==> src/rtl/spi_pkg.sv <==
// Shared definitions for the SPI transaction sequencer.
// Holds the sequencer state encoding, the command bytes, the burst limit,
// the dummy byte clocked out during reads, and the read-length helper.
package spi_pkg;

  localparam logic [7:0]  CMD_WRITE  = 8'h0A;
  localparam logic [7:0]  CMD_READ   = 8'h0B;
  localparam logic [7:0]  DUMMY_BYTE = 8'h00;
  localparam int unsigned MAX_LEN    = 8;

  typedef enum logic [2:0] {
    ST_SYNC,
    ST_IDLE,
    ST_CMD,
    ST_ADDR,
    ST_DATA,
    ST_DRAIN
  } state_e;

  // Data bytes actually transferred: writes are always one byte, reads
  // treat 0 as 1 and saturate at MAX_LEN.
  function automatic logic [3:0] eff_len(input logic rw, input logic [3:0] len);
    logic [3:0] r;
    r = len;
    if (!rw || len == 4'd0) r = 4'd1;
    else if (len > 4'(MAX_LEN)) r = 4'(MAX_LEN);
    return r;
  endfunction

endpackage

==> src/rtl/spi_watchdog.sv <==
// Inactivity watchdog for the SPI sequencer.
// Ports:
//   clk_i     system clock
//   rst_ni    synchronous active-low reset
//   en_i      count while high
//   clear_i   zero the counter (takes priority over counting)
//   expire_o  high in the cycle the count reaches LIMIT-1 and is not cleared,
//             so an enable run of exactly LIMIT cycles trips it
module spi_watchdog #(
  parameter int unsigned WIDTH = 10,
  parameter int unsigned LIMIT = 1023
) (
  input  logic clk_i,
  input  logic rst_ni,
  input  logic en_i,
  input  logic clear_i,
  output logic expire_o
);

  logic [WIDTH-1:0] cnt_q, cnt_d;

  always_comb begin
    cnt_d = cnt_q;
    if (clear_i)   cnt_d = '0;
    else if (en_i) cnt_d = cnt_q + 1'b1;
  end

  always_ff @(posedge clk_i) begin
    if (!rst_ni) cnt_q <= '0;
    else         cnt_q <= cnt_d;
  end

  assign expire_o = en_i && !clear_i && (cnt_q == WIDTH'(LIMIT - 1));

endmodule

==> src/rtl/spi_controller.sv <==
// Transaction sequencer in front of the byte-level SPI shift engine.
// One host request becomes command byte, address byte and 1..MAX_LEN data
// bytes inside a single CS-low frame; read bytes are streamed back out.
// Ports:
//   clk, reset (sync, active-low)
//   start/rw/addr/wdata/len   host request (start sampled only when idle)
//   busy/done/error           request status (done/error are 1-cycle pulses)
//   rd_valid/rd_data/rd_index read byte stream
//   spi_enable/spi_data_in    to engine; spi_complete/spi_data_out/spi_cs from engine
module spi_controller
  import spi_pkg::*;
#(
  parameter int unsigned TIMEOUT_CYCLES = 1023,
  parameter int unsigned WD_W           = 10
) (
  input  logic       clk,
  input  logic       reset,
  input  logic       start,
  input  logic       rw,
  input  logic [7:0] addr,
  input  logic [7:0] wdata,
  input  logic [3:0] len,
  output logic       busy,
  output logic       done,
  output logic       error,
  output logic       rd_valid,
  output logic [7:0] rd_data,
  output logic [2:0] rd_index,
  output logic       spi_enable,
  output logic [7:0] spi_data_in,
  input  logic       spi_complete,
  input  logic [7:0] spi_data_out,
  input  logic       spi_cs
);

  state_e     state_q;
  logic       busy_q, done_q, error_q, rd_valid_q, enable_q, err_flag_q, rw_q;
  logic [7:0] rd_data_q, data_in_q, addr_q, wdata_q;
  logic [2:0] rd_index_q;
  logic [3:0] len_q, remain_q;
  logic       wd_active, wd_clear, wd_expire;
  logic [2:0] idx_w;

  assign wd_active = (state_q == ST_CMD) || (state_q == ST_ADDR) || (state_q == ST_DATA);
  // Every state change out of CMD/ADDR coincides with spi_complete, and
  // IDLE/SYNC/DRAIN hold the counter at zero, so this also clears on entry.
  assign wd_clear  = spi_complete || !wd_active;
  assign idx_w     = 3'(len_q - remain_q);

  spi_watchdog #(
    .WIDTH (WD_W),
    .LIMIT (TIMEOUT_CYCLES)
  ) u_wd (
    .clk_i    (clk),
    .rst_ni   (reset),
    .en_i     (wd_active),
    .clear_i  (wd_clear),
    .expire_o (wd_expire)
  );

  always_ff @(posedge clk) begin
    if (!reset) begin
      state_q    <= ST_SYNC;
      busy_q     <= 1'b1;
      done_q     <= 1'b0;
      error_q    <= 1'b0;
      rd_valid_q <= 1'b0;
      rd_data_q  <= '0;
      rd_index_q <= '0;
      enable_q   <= 1'b0;
      data_in_q  <= '0;
      err_flag_q <= 1'b0;
      rw_q       <= 1'b0;
      addr_q     <= '0;
      wdata_q    <= '0;
      len_q      <= '0;
      remain_q   <= '0;
    end else begin
      done_q     <= 1'b0;
      error_q    <= 1'b0;
      rd_valid_q <= 1'b0;
      case (state_q)
        ST_SYNC: begin
          if (spi_cs) begin
            busy_q  <= 1'b0;
            state_q <= ST_IDLE;
          end
        end
        ST_IDLE: begin
          if (start) begin
            rw_q       <= rw;
            addr_q     <= addr;
            wdata_q    <= wdata;
            len_q      <= eff_len(rw, len);
            err_flag_q <= 1'b0;
            data_in_q  <= rw ? CMD_READ : CMD_WRITE;
            enable_q   <= 1'b1;
            busy_q     <= 1'b1;
            state_q    <= ST_CMD;
          end
        end
        ST_CMD: begin
          if (spi_complete) begin
            data_in_q <= addr_q;
            state_q   <= ST_ADDR;
          end else if (wd_expire) begin
            enable_q   <= 1'b0;
            err_flag_q <= 1'b1;
            state_q    <= ST_DRAIN;
          end
        end
        ST_ADDR: begin
          if (spi_complete) begin
            data_in_q <= rw_q ? DUMMY_BYTE : wdata_q;
            remain_q  <= len_q;
            state_q   <= ST_DATA;
          end else if (wd_expire) begin
            enable_q   <= 1'b0;
            err_flag_q <= 1'b1;
            state_q    <= ST_DRAIN;
          end
        end
        ST_DATA: begin
          if (spi_complete) begin
            if (rw_q) begin
              rd_valid_q <= 1'b1;
              rd_data_q  <= spi_data_out;
              rd_index_q <= idx_w;
            end
            if (remain_q == 4'd1) begin
              enable_q <= 1'b0;
              state_q  <= ST_DRAIN;
            end else begin
              remain_q  <= remain_q - 4'd1;
              data_in_q <= DUMMY_BYTE;
            end
          end else if (wd_expire) begin
            enable_q   <= 1'b0;
            err_flag_q <= 1'b1;
            state_q    <= ST_DRAIN;
          end
        end
        ST_DRAIN: begin
          if (spi_cs) begin
            done_q  <= 1'b1;
            error_q <= err_flag_q;
            busy_q  <= 1'b0;
            state_q <= ST_IDLE;
          end
        end
        default: state_q <= ST_SYNC;
      endcase
    end
  end

  assign busy        = busy_q;
  assign done        = done_q;
  assign error       = error_q;
  assign rd_valid    = rd_valid_q;
  assign rd_data     = rd_data_q;
  assign rd_index    = rd_index_q;
  assign spi_enable  = enable_q;
  assign spi_data_in = data_in_q;

endmodule
==> config.mk <==
export PLATFORM = sky130hd
export DESIGN_NAME = spi_controller
export DESIGN_NICKNAME = d
export VERILOG_FILES = /design/src/rtl/spi_pkg.sv /design/src/rtl/spi_watchdog.sv /design/src/rtl/spi_controller.sv
export SDC_FILE = /design/constraint.sdc
export NUM_CORES = 1
export LEC_CHECK = 0
export CORE_ASPECT_RATIO = 1.25
export CORE_UTILIZATION = 35
export CTS_CLUSTER_SIZE = 20
export DETAILED_ROUTE_END_ITERATION = 10
export DONT_BUFFER_PORTS = 1
export SETUP_SLACK_MARGIN = 0.15
export SLEW_MARGIN = 20
export SYNTH_ARGS = -nofsm -noshare
export SYNTH_HDL_FRONTEND = slang
export SYNTH_SLANG_ARGS = --single-unit
export TNS_END_PERCENT = 50
==> constraint.sdc <==
create_clock -name clk -period 5.7 [get_ports clk]
set_clock_uncertainty 0.2 [all_clocks]
set_input_delay 1.14 -clock clk [delete_from_list [all_inputs] [get_ports clk]]
set_output_delay 1.14 -clock clk [all_outputs]
set_load 0.02 [all_outputs]
==> results.sh, run 1 <==
export IMPL_grt_pass1_vias=2447
export IMPL_firstDrtPassIters=9
export IMPL_root_buffer="clkbuf_8"
export IMPL_holdBufCountCts=0
export IMPL_gp_congestion=0.788
export IMPL_p_total_mw=1.17
export IMPL_via_count=2447
export IMPL_post_place_ws_ns=3.33
export IMPL_synth_cell_types=56
export IMPL_synth_cells=356
export IMPL_drc_errors=4
export IMPL_power_frac_comb=0.208
export IMPL_intPower_uw=775
export IMPL_clk_pin_slew_ns=0.07
export IMPL_syn_num_nets=396
export IMPL_vias_per_cell=5.45
export IMPL_violations="DRC"
export IMPL_synthAdderAreaFrac=0.0276
export IMPL_clkPwrFrac=0.317
export IMPL_instances_no_fill=449
export IMPL_worstPathCellList="nor3b_4 -> a31oi_4 -> and3_1 -> o21a_1"
export IMPL_setup_viol_count_final=0
export IMPL_port_buffers=0
export IMPL_cts_tree="done"
export IMPL_wl_mm=6.76
export IMPL_antenna_left=0
export IMPL_ys_seq_area_frac=0.422
export IMPL_crit_path_max_incr_delay_ns=0.65
export IMPL_rrSetupSlack_ns=3.36
export IMPL_ctsResizeCount=0
export IMPL_syn_avg_cell_area_um2=8.40
export IMPL_status="finished with violations"
export IMPL_clk_path_buf_depth=2
export IMPL_min_to="wdata_q[1]"
export IMPL_netlist_top_cell_by_area="dfxtp_1"
export IMPL_pin_count=58
export IMPL_fp_row_count=37
export IMPL_worst_slack_ns=3.36
export IMPL_period_share=0.411
export IMPL_synth_most_common_cell="nand2_1"
export IMPL_dp_cells=433
export IMPL_cts_sinks=63
export IMPL_dp_hpwl_mm=4.57
export IMPL_synth_top_family_by_area="simple AND/OR/NAND/NOR gates"
export IMPL_synth_common_cells="nand2_1, dfxtp_1, a21oi_1"
export IMPL_ys_flop_type="dfxtp_1"
export IMPL_grt_max_degree=40
export IMPL_synth_edf_count=0
export IMPL_fin_setup_tns_ns=0
export IMPL_ys_ff_latch=63
export IMPL_synth_top_area_frac=0.422
export IMPL_maxSlewViolCount=0
export IMPL_drive_gt1_frac=0.0909
export IMPL_antenna_found_initial=0
export IMPL_layout_nets=387
export IMPL_synth_simple_area_share=0.252
export IMPL_maxCapViolCount=0
export IMPL_synth_async_reset_ratio=0
export IMPL_post_cts_buffers=0
export IMPL_ys_top_cells_by_area="dfxtp_1, nand2_1, a21oi_1"
export IMPL_cp_arrival_ns=2.37
export IMPL_critPathLaunchType="flop"
export IMPL_p_leak_nw=1.05
export IMPL_cp_top_family="simple AND/OR/NAND/NOR gates"
export IMPL_fp_dieArea_mm2=0.00892
export IMPL_p_sw_frac=0.340
export IMPL_holdPathStages=2
export IMPL_cts_made_buffers=9
export IMPL_synth_mux_area_frac=0.00335
export IMPL_reg2reg_to="spi_data_in[5]"
export IMPL_placed_area_mm2=0.00301
export IMPL_power_density_mw_per_mm2=367
export IMPL_drtIter0Drc=103
export IMPL_htree_levels=3
export IMPL_hp_start="wdata_q[1]"
export IMPL_r2r_cells=4
export IMPL_insertion_delay_ns=0.34
export IMPL_synth_cell_area_mm2=0.00299
export IMPL_final_hold_viol_count=0
export IMPL_finalCriticalPeriod_ns=2.34
export IMPL_required_ns=5.73
export IMPL_fmax_mhz=427
export IMPL_yosys_warnings=0
export IMPL_cp_buffers_inverters=0
export IMPL_hold_class="flop to flop"
export IMPL_crit_slowest_cell="dfxtp_1"
export IMPL_reg2reg_from="state_q[2]"
export IMPL_core_mm2=0.00824
export IMPL_grt_pass1_wl_mm=11.5
export IMPL_cp_end_kind="flop"
export IMPL_grt_usage=0.163
export IMPL_slew_headroom=0.368
export IMPL_rsz0062_at_grt="false"
export IMPL_post_drt_wl_per_cell_um=15.1
export IMPL_synth_compound_area_share=0.215
export IMPL_n_antenna_cell=0
export IMPL_p_sw_uw=399
export IMPL_fp_dieH_um=105
export IMPL_chipWidth_um=84.7
export IMPL_power_frac_seq=0.475
export IMPL_ir_drop_mv=0.183
export IMPL_synth_xor_area_frac=0.0263
export IMPL_areaGrowthSynthToFinish_pct=6.98
export IMPL_initial_core_util=0.363
export IMPL_path_class="flop to flop"
export IMPL_crit_path_max_fanout=17
export IMPL_grt_overflow=0
export IMPL_worst_slew_pin_slew_ns=0.946
export IMPL_fin_area_mm2=0.00320
==> layer usage <==
layer	GRT usage	share of wire	vias to the layer above	wire length [um]
met5	0	0	-	0
met4	0.0751	0.010	0	70
met1	0.192	0.44	1155	2980
met3	0.0478	0.050	7	339
li1	-	-	1225	-
met2	0.271	0.50	60	3370
==> final cells by class <==
cell class	count	area, um2
well taps	97	121
multi-input cells	260	1570
fillers	866	5040
flip-flops and latches	63	1260
clock buffers	10	128
repair buffers	3	22.5
clock inverters	6	61.3
inverters	10	37.5
==> tightest hold or removal path, cell delays in order (launching register included) <==
cell,delay [ns]
dfxtp_1,0.31
nand2_1,0.05
a21oi_1,0.05
==> worst max-delay path by stage <==
| stage | startpoint | to | slack [ns] | depth (start not counted) |
|---|---|---|---|---|
| after global placement | start | spi_data_in[4] | 3.38 | 4 |
| final | state_q[2] | spi_data_in[5] | 3.36 | 4 |
| after detailed placement | state_q[0] | rd_data[0] | 3.33 | 4 |
| after CTS | state_q[0] | rd_data[0] | 3.32 | 4 |
| after global routing | state_q[2] | rd_data[5] | 3.16 | 4 |
| after floorplan | start | spi_data_in[2] | 3.39 | 5 |
==> power groups by stage <==
stage / clock network (mW) / logic, mW / registers, mW
floorplan: 0 / 0.242 / 0.525
global placement: 0 / 0.239 / 0.566
detailed placement: 0 / 0.243 / 0.568
CTS: 0.384 / 0.244 / 0.558
global route: 0.406 / 0.276 / 0.566
finish: 0.373 / 0.244 / 0.557
==> through the flow <==
step,util,hold WS (ns)
6_report,0.388,0.256
5_1_grt,0.388,0.272
4_1_cts,0.388,0.257
3_5_place_dp,0.365,0.247
3_3_place_gp,0.365,0.244
2_1_floorplan,-,0.231
==> sequential cells by signal (all words and copies together), names as in the netlist, 3 cells and up <==
signal,cells
u_wd.cnt_q,10
wdata_q,8
remain_q,4
state_q,3
rd_index,3
spi_data_in,8
rd_data,8
addr_q,8
len_q,4
==> cell families (layout without fill, tap and decap cells) <==
| family | Yosys count | after routing |
|---|---|---|
| and+or+nand+nor | 149 | 149 |
| AOI/OAI and AO/OA | 95 | 95 |
| DFF | 63 | 63 |
| buffers and inverters | 33 | 29 |
| xor gates and xnor gates | 9 | 9 |
| adders and majority gates | 6 | 6 |
| muxes | 1 | 1 |
==> cell usage in the layout (no fill, tap or decap), types with 2 or more instances in the layout <==
master     Yosys  layout
nor2b_1        3       3
nand4bb_1      2       2
or3_1          2       2
a211oi_1       9       9
and3_1         5       5
clkbuf_8       0       9
dfxtp_1       63      63
nand3_1       14      14
a21oi_1       48      48
o2111ai_1      2       2
ha_1           5       5
clkinv_2       0       3
buf_4          1       3
nand2b_1       7       7
nor4_1         3       3
xnor2_1        4       4
nor2_1        22      22
a31oi_1        2       2
o211ai_1       5       5
and3b_1        7       7
a31oi_4        2       2
inv_1          9       9
o221a_2        2       2
xor2_1         5       5
and2_1         2       2
nor3_1         3       3
or3b_4         2       2
o21a_1         6       6
o21ai_0        7       7
nand2_1       67      67
Note: power is estimated with default switching activity, not from simulation.
==> inputs of run 2 (changes only) <==
Clock period 5.7 ns to 2.2 ns, I/O delays scaled along.
==> run 2 against run 1 <==
Critical path depth is 2 higher. The run still ends with DRC left. Highest routed layer unchanged. Worst hold slack got worse by 0.24 ns. Register-to-register slack got worse by 3.1 ns. Routed wire length about the same. Utilization is 1.2 points higher.
==> results.sh, run 2 (synthesized netlist as in run 1, its figures left out) <==
export IMPL_port_buffers=0
export IMPL_grt_pass1_wl_mm=11.4
export IMPL_reg2reg_to="len_q[1]"
export IMPL_slew_headroom=0.694
export IMPL_ir_drop_mv=0.482
export IMPL_areaGrowthSynthToFinish_pct=10.4
export IMPL_maxSlewViolCount=0
export IMPL_grt_usage=0.161
export IMPL_critPathCapture="len_q[1]"
export IMPL_fp_dieH_um=105
export IMPL_p_leak_nw=1.11
export IMPL_largest_register_ff_count=10
export IMPL_chipWidth_um=84.7
export IMPL_critPathLaunchType="flop"
export IMPL_clk_path_buf_depth=2
export IMPL_holdPathStages=2
export IMPL_fillers=865
export IMPL_cp_end_kind="flop"
export IMPL_fmax_mhz=504
export IMPL_root_buffer="clkbuf_8"
export IMPL_worst_slew_pin_slew_ns=0.453
export IMPL_vias_per_cell=5.34
export IMPL_pin_count=58
export IMPL_hold_class="primary input to flop"
export IMPL_fin_setup_tns_ns=0
export IMPL_insertion_delay_ns=0.35
export IMPL_via_count=2453
export IMPL_clkPwrFrac=0.311
export IMPL_setup_viol_count_final=0
export IMPL_layout_nets=397
export IMPL_mostFrequentLayoutCells="nand2_1, dfxtp_1, a21oi_1, nor2_1, nand3_1"
export IMPL_cts_tree="done"
export IMPL_power_frac_comb=0.248
export IMPL_intPower_mw=2.08
export IMPL_power_frac_seq=0.441
export IMPL_maxCapViolCount=0
export IMPL_finalCriticalPeriod_ns=1.98
export IMPL_reg2reg_from="state_q[1]"
export IMPL_firstDrtPassIters=9
export IMPL_fin_util=0.401
export IMPL_fp_dieArea_mm2=0.00892
export IMPL_layout_commonest_cell="nand2_1"
export IMPL_grt_max_degree=41
export IMPL_worst_slack_ns=0.217
export IMPL_core_mm2=0.00824
export IMPL_post_drt_wl_per_cell_um=14.7
export IMPL_rsz0062_at_grt="true"
export IMPL_initial_core_util=0.363
export IMPL_grt_pass1_vias=2373
export IMPL_fp_row_count=37
export IMPL_violations="DRC"
export IMPL_dp_hpwl_mm=4.53
export IMPL_largest_register="u_wd.cnt_q"
export IMPL_post_place_ws_ns=0.180
export IMPL_drtIter0Drc=127
export IMPL_cts_made_buffers=9
export IMPL_gp_congestion=0.803
export IMPL_p_sw_mw=1.05
export IMPL_crit_path_max_fanout=11
export IMPL_antenna_found_initial=0
export IMPL_power_density_mw_per_mm2=949
export IMPL_grt_overflow=0
export IMPL_antenna_left=0
export IMPL_period_share=0.901
export IMPL_status="finished with violations"
export IMPL_cts_sinks=63
export IMPL_wl_mm=6.76
export IMPL_whs_ns=0.0163
export IMPL_final_hold_viol_count=0
export IMPL_n_antenna_cell=0
export IMPL_r2r_cells=6
export IMPL_required_ns=2.27
export IMPL_cp_arrival_ns=2.06
export IMPL_p_sw_frac=0.336
export IMPL_crit_start="state_q[1]"
export IMPL_path_class="flop to flop"
export IMPL_clk_pin_slew_ns=0.08
export IMPL_rrSetupSlack_ns=0.22
export IMPL_drc_errors=3
export IMPL_drive_gt1_frac=0.113
export IMPL_htree_levels=3
## run 2: changes by cell type in the layout (fill, tap and decap cells not counted)
cell,previous run,this run
dlygate4sd3_1,0,1
buf_12,0,2
buf_4,3,10
## run 2: metrics by stage
step	instance area (um2)	instances	total power, mW
2_1_floorplan	2990	356	1.99
3_3_place_gp	3080	441	2.15
3_5_place_dp	3080	441	2.16
4_1_cts	3280	458	3.14
5_1_grt	3300	459	3.32
6_report	3300	459	3.14
## run 2: how the worst min path moves through the flow
| stage | start | to | slack, ns |
|---|---|---|---|
| floorplan | err_flag_q | error | 0.23 |
| global placement | wdata_q[2] | wdata_q[2] | 0.24 |
| detailed placement | wdata_q[0] | wdata_q[0] | 0.24 |
| CTS | reset | spi_data_in[6] | 0.0002 |
| global route | spi_data_out[1] | rd_data[1] | 0.006 |
| finish | spi_data_out[7] | rd_data[7] | 0.02 |
## run 2: metal layers
layer  vias to the layer above  global-route usage  wire length, um
met1                      1131               0.196             3040
met4                         0              0.0884              127
met2                        62               0.263             3300
li1                       1248                   -                -
met5                         -                   0                0
met3                        12              0.0352              293
## run 2: cell type report
class	count	area, um2	area share
clock buffer	10	128	0.0386
clock inverter	6	61.3	0.0186
inverter	10	37.5	0.0114
multi-input combinational	260	1570	0.475
sequential	63	1260	0.382
tap	97	121	0.0367
timing repair buffer	13	125	0.0379
## run 2: power groups by stage
stage | clock network, mW | logic, mW | registers, mW
detailed placement | 0 | 0.752 | 1.41
floorplan | 0 | 0.628 | 1.36
global placement | 0 | 0.741 | 1.41
finish | 0.976 | 0.777 | 1.38
CTS | 1.01 | 0.758 | 1.38
global route | 1.05 | 0.867 | 1.40
## run 2: critical path, stage by stage (launching register included)
cell and delay, ns:
dfxtp_1 0.40, buf_4 0.20, nand2b_1 0.19, nor2_1 0.41
buf_4 0.27, nand3_1 0.09, a21oi_1 0.15
## run 2: what timing repair did
item / CTS / global route
hold endpoints to repair: 3 / 0
setup endpoints to repair: 1 / 7
gates resized for setup: 0 / 0
pin swaps: 1 / 1
setup buffers: 0 / 1
hold buffers: 1 / 0
==> inputs of run 3 (changes only) <==
Settings changed: CORE_ASPECT_RATIO 1.25 to 1.2.
==> run 3 against run 2 <==
The flow now finishes without violations. Die area is essentially flat. Setup slack improved by 0.035 ns. Register-to-register slack better by 0.04 ns. Non-clock buffer count fell by 1. Maximum frequency rose by 1.8%. Clock power increased by 8%. Sequential share of layout area shrank 0.21 points. Sequential power hardly changed. Power rose by 2.0%. Critical path depth rose by 1. Highest routed layer unchanged.
==> results.sh, run 3 (synthesized netlist as in run 1, its figures left out) <==
export IMPL_status="finished clean"
export IMPL_core_mm2=0.00820
export IMPL_multiInputGateArea_mm2=0.00157
export IMPL_wl_met3_um=297
export IMPL_crit_path_max_fanout=14
export IMPL_maxSlewViolCount=0
export IMPL_regArea_mm2=0.00126
export IMPL_setup_viol_count_final=0
export IMPL_power_density_mw_per_mm2=962
export IMPL_reg2reg_to="spi_data_in[6]"
export IMPL_clk_path_buf_depth=2
export IMPL_initial_core_util=0.365
export IMPL_slew_headroom=0.649
export IMPL_antenna_left=0
export IMPL_critPathLaunchType="flop"
export IMPL_hold_class="primary input to flop"
export IMPL_met1_length_mm=3.07
export IMPL_reg2reg_from="remain_q[1]"
export IMPL_crit_path_max_incr_delay_ns=0.42
export IMPL_highest_layer="met4"
export IMPL_grt_pass1_vias=2180
export IMPL_antenna_found_initial=0
export IMPL_drtIter0Drc=122
export IMPL_post_place_ws_ns=0.158
export IMPL_worst_slew_pin_slew_ns=0.519
export IMPL_cts_sinks=63
export IMPL_insertion_delay_ns=0.36
export IMPL_min_to="wdata_q[4]"
export IMPL_fp_dieArea_mm2=0.00892
export IMPL_required_ns=2.24
export IMPL_crit_start="remain_q[1]"
export IMPL_fmax_mhz=513
export IMPL_fin_util=0.406
export IMPL_r2r_cells=7
export IMPL_vias_per_cell=5.11
export IMPL_cts_tree="done"
export IMPL_areaGrowthSynthToFinish_pct=11.1
export IMPL_root_buffer="clkbuf_8"
export IMPL_whs_ns=0.0119
export IMPL_largest_register_ff_count=10
export IMPL_worst_slack_ns=0.252
export IMPL_finalCriticalPeriod_ns=1.95
export IMPL_fillers=881
export IMPL_maxCapViolCount=0
export IMPL_layout_commonest_cell="nand2_1"
export IMPL_fin_area_mm2=0.00332
export IMPL_grt_max_degree=41
export IMPL_clk_pin_slew_ns=0.08
export IMPL_largest_register="u_wd.cnt_q"
export IMPL_dr_wl_met2_mm=3.18
export IMPL_gp_congestion=0.741
export IMPL_period_share=0.886
export IMPL_pin_count=58
export IMPL_rrSetupSlack_ns=0.25
export IMPL_cts_made_buffers=9
export IMPL_placed_area_mm2=0.00309
export IMPL_drive_gt1_frac=0.116
export IMPL_grt_pass1_wl_mm=10.5
export IMPL_mostFrequentLayoutCells="nand2_1, dfxtp_1, a21oi_1, nor2_1, nand3_1"
export IMPL_grt_overflow=0
export IMPL_dp_hpwl_mm=4.61
export IMPL_port_buffers=0
export IMPL_firstDrtPassIters=5
export IMPL_via_count=2426
export IMPL_post_drt_wl_per_cell_um=14.1
export IMPL_fin_setup_tns_ns=0
export IMPL_holdPathStages=2
export IMPL_crit_slowest_cell="or3b_4"
export IMPL_p_leak_nw=1.10
export IMPL_wl_mm=6.71
export IMPL_cp_end_kind="flop"
export IMPL_fp_dieH_um=103
export IMPL_fp_row_count=36
export IMPL_worstPathCellList="inv_1 -> ha_1 -> or3b_4 -> a31oi_4 -> buf_12 -> a211oi_1 -> o21a_1"
export IMPL_rsz0062_at_grt="true"
export IMPL_n_antenna_cell=0
export IMPL_layout_nets=396
export IMPL_hp_start="wdata[4]"
export IMPL_cp_arrival_ns=1.99
export IMPL_final_hold_viol_count=0
export IMPL_htree_levels=3
export IMPL_ir_drop_mv=0.454
export IMPL_grt_usage=0.155
export IMPL_path_class="flop to flop"
export IMPL_drc_errors=0
export IMPL_chipWidth_um=86.4
[run 3: cell count changes in the layout (fill, tap and decap cells not counted), sizes merged]
cell	before	now
buf	12	11
clkinvlp	1	3
clkinv	5	3
[run 3: how the worst max path moves through the flow]
stage | endpoint | slack (ns) | cells past startpoint
CTS | spi_data_in[6] | 0.17 | 5
finish | spi_data_in[6] | 0.25 | 7
global route | u_wd.cnt_q[8] | 0.14 | 5
detailed placement | spi_data_in[6] | 0.16 | 5
global placement | spi_data_in[7] | 0.21 | 5
floorplan | spi_data_in[2] | 0.32 | 6
[run 3: timing repair]
item                       in CTS  in global routing
hold buffers                    1                  0
gates resized for setup         0                  1
cloned                          0                  0
setup endpoints to repair       4                  8
buffers inserted                0                  1
pin swaps                       1                  1
hold endpoints to repair        5                  0
[run 3: worst max-delay path, delay by kind of cell (launching register included)]
| kind | cells | cell delay (ns) |
|---|---|---|
| buffers and inverters | 2 | 0.25 |
| flip-flops | 1 | 0.36 |
| AO/OA/AOI/OAI | 3 | 0.47 |
| AND/OR/NAND/NOR | 1 | 0.42 |
| adder cells (fa/ha/maj) | 1 | 0.14 |
[run 3: cell type report]
class                           instances  area share
Timing Repair Buffer                   12      0.0316
Clock inverter                          6      0.0211
Sequential cell                        63       0.380
Tap cell                              114      0.0429
Inverter                               10      0.0113
Multi-Input combinational cell        260       0.472
Clock buffer                           10      0.0414
[run 3: per-layer routing]
metal,up-vias,GRT usage
met5,-,0
met4,0,0.0769
met3,16,0.0341
met2,56,0.259
met1,1112,0.189
li1,1242,-
[run 3: stage by stage]
stage / power [mW] / cells
4_1_cts: 3.20 / 474
5_1_grt: 3.38 / 475
2_1_floorplan: 1.99 / 356
3_5_place_dp: 2.15 / 457
6_report: 3.20 / 475
3_3_place_gp: 2.14 / 457
[run 3: where the power goes]
part	internal (mW)	switching [mW]	total, mW	leakage [nW]
clock network	0.557	0.494	1.05	0.0947
registers	1.24	0.132	1.37	0.510
logic	0.308	0.465	0.773	0.494
total	2.11	1.09	3.20	1.10
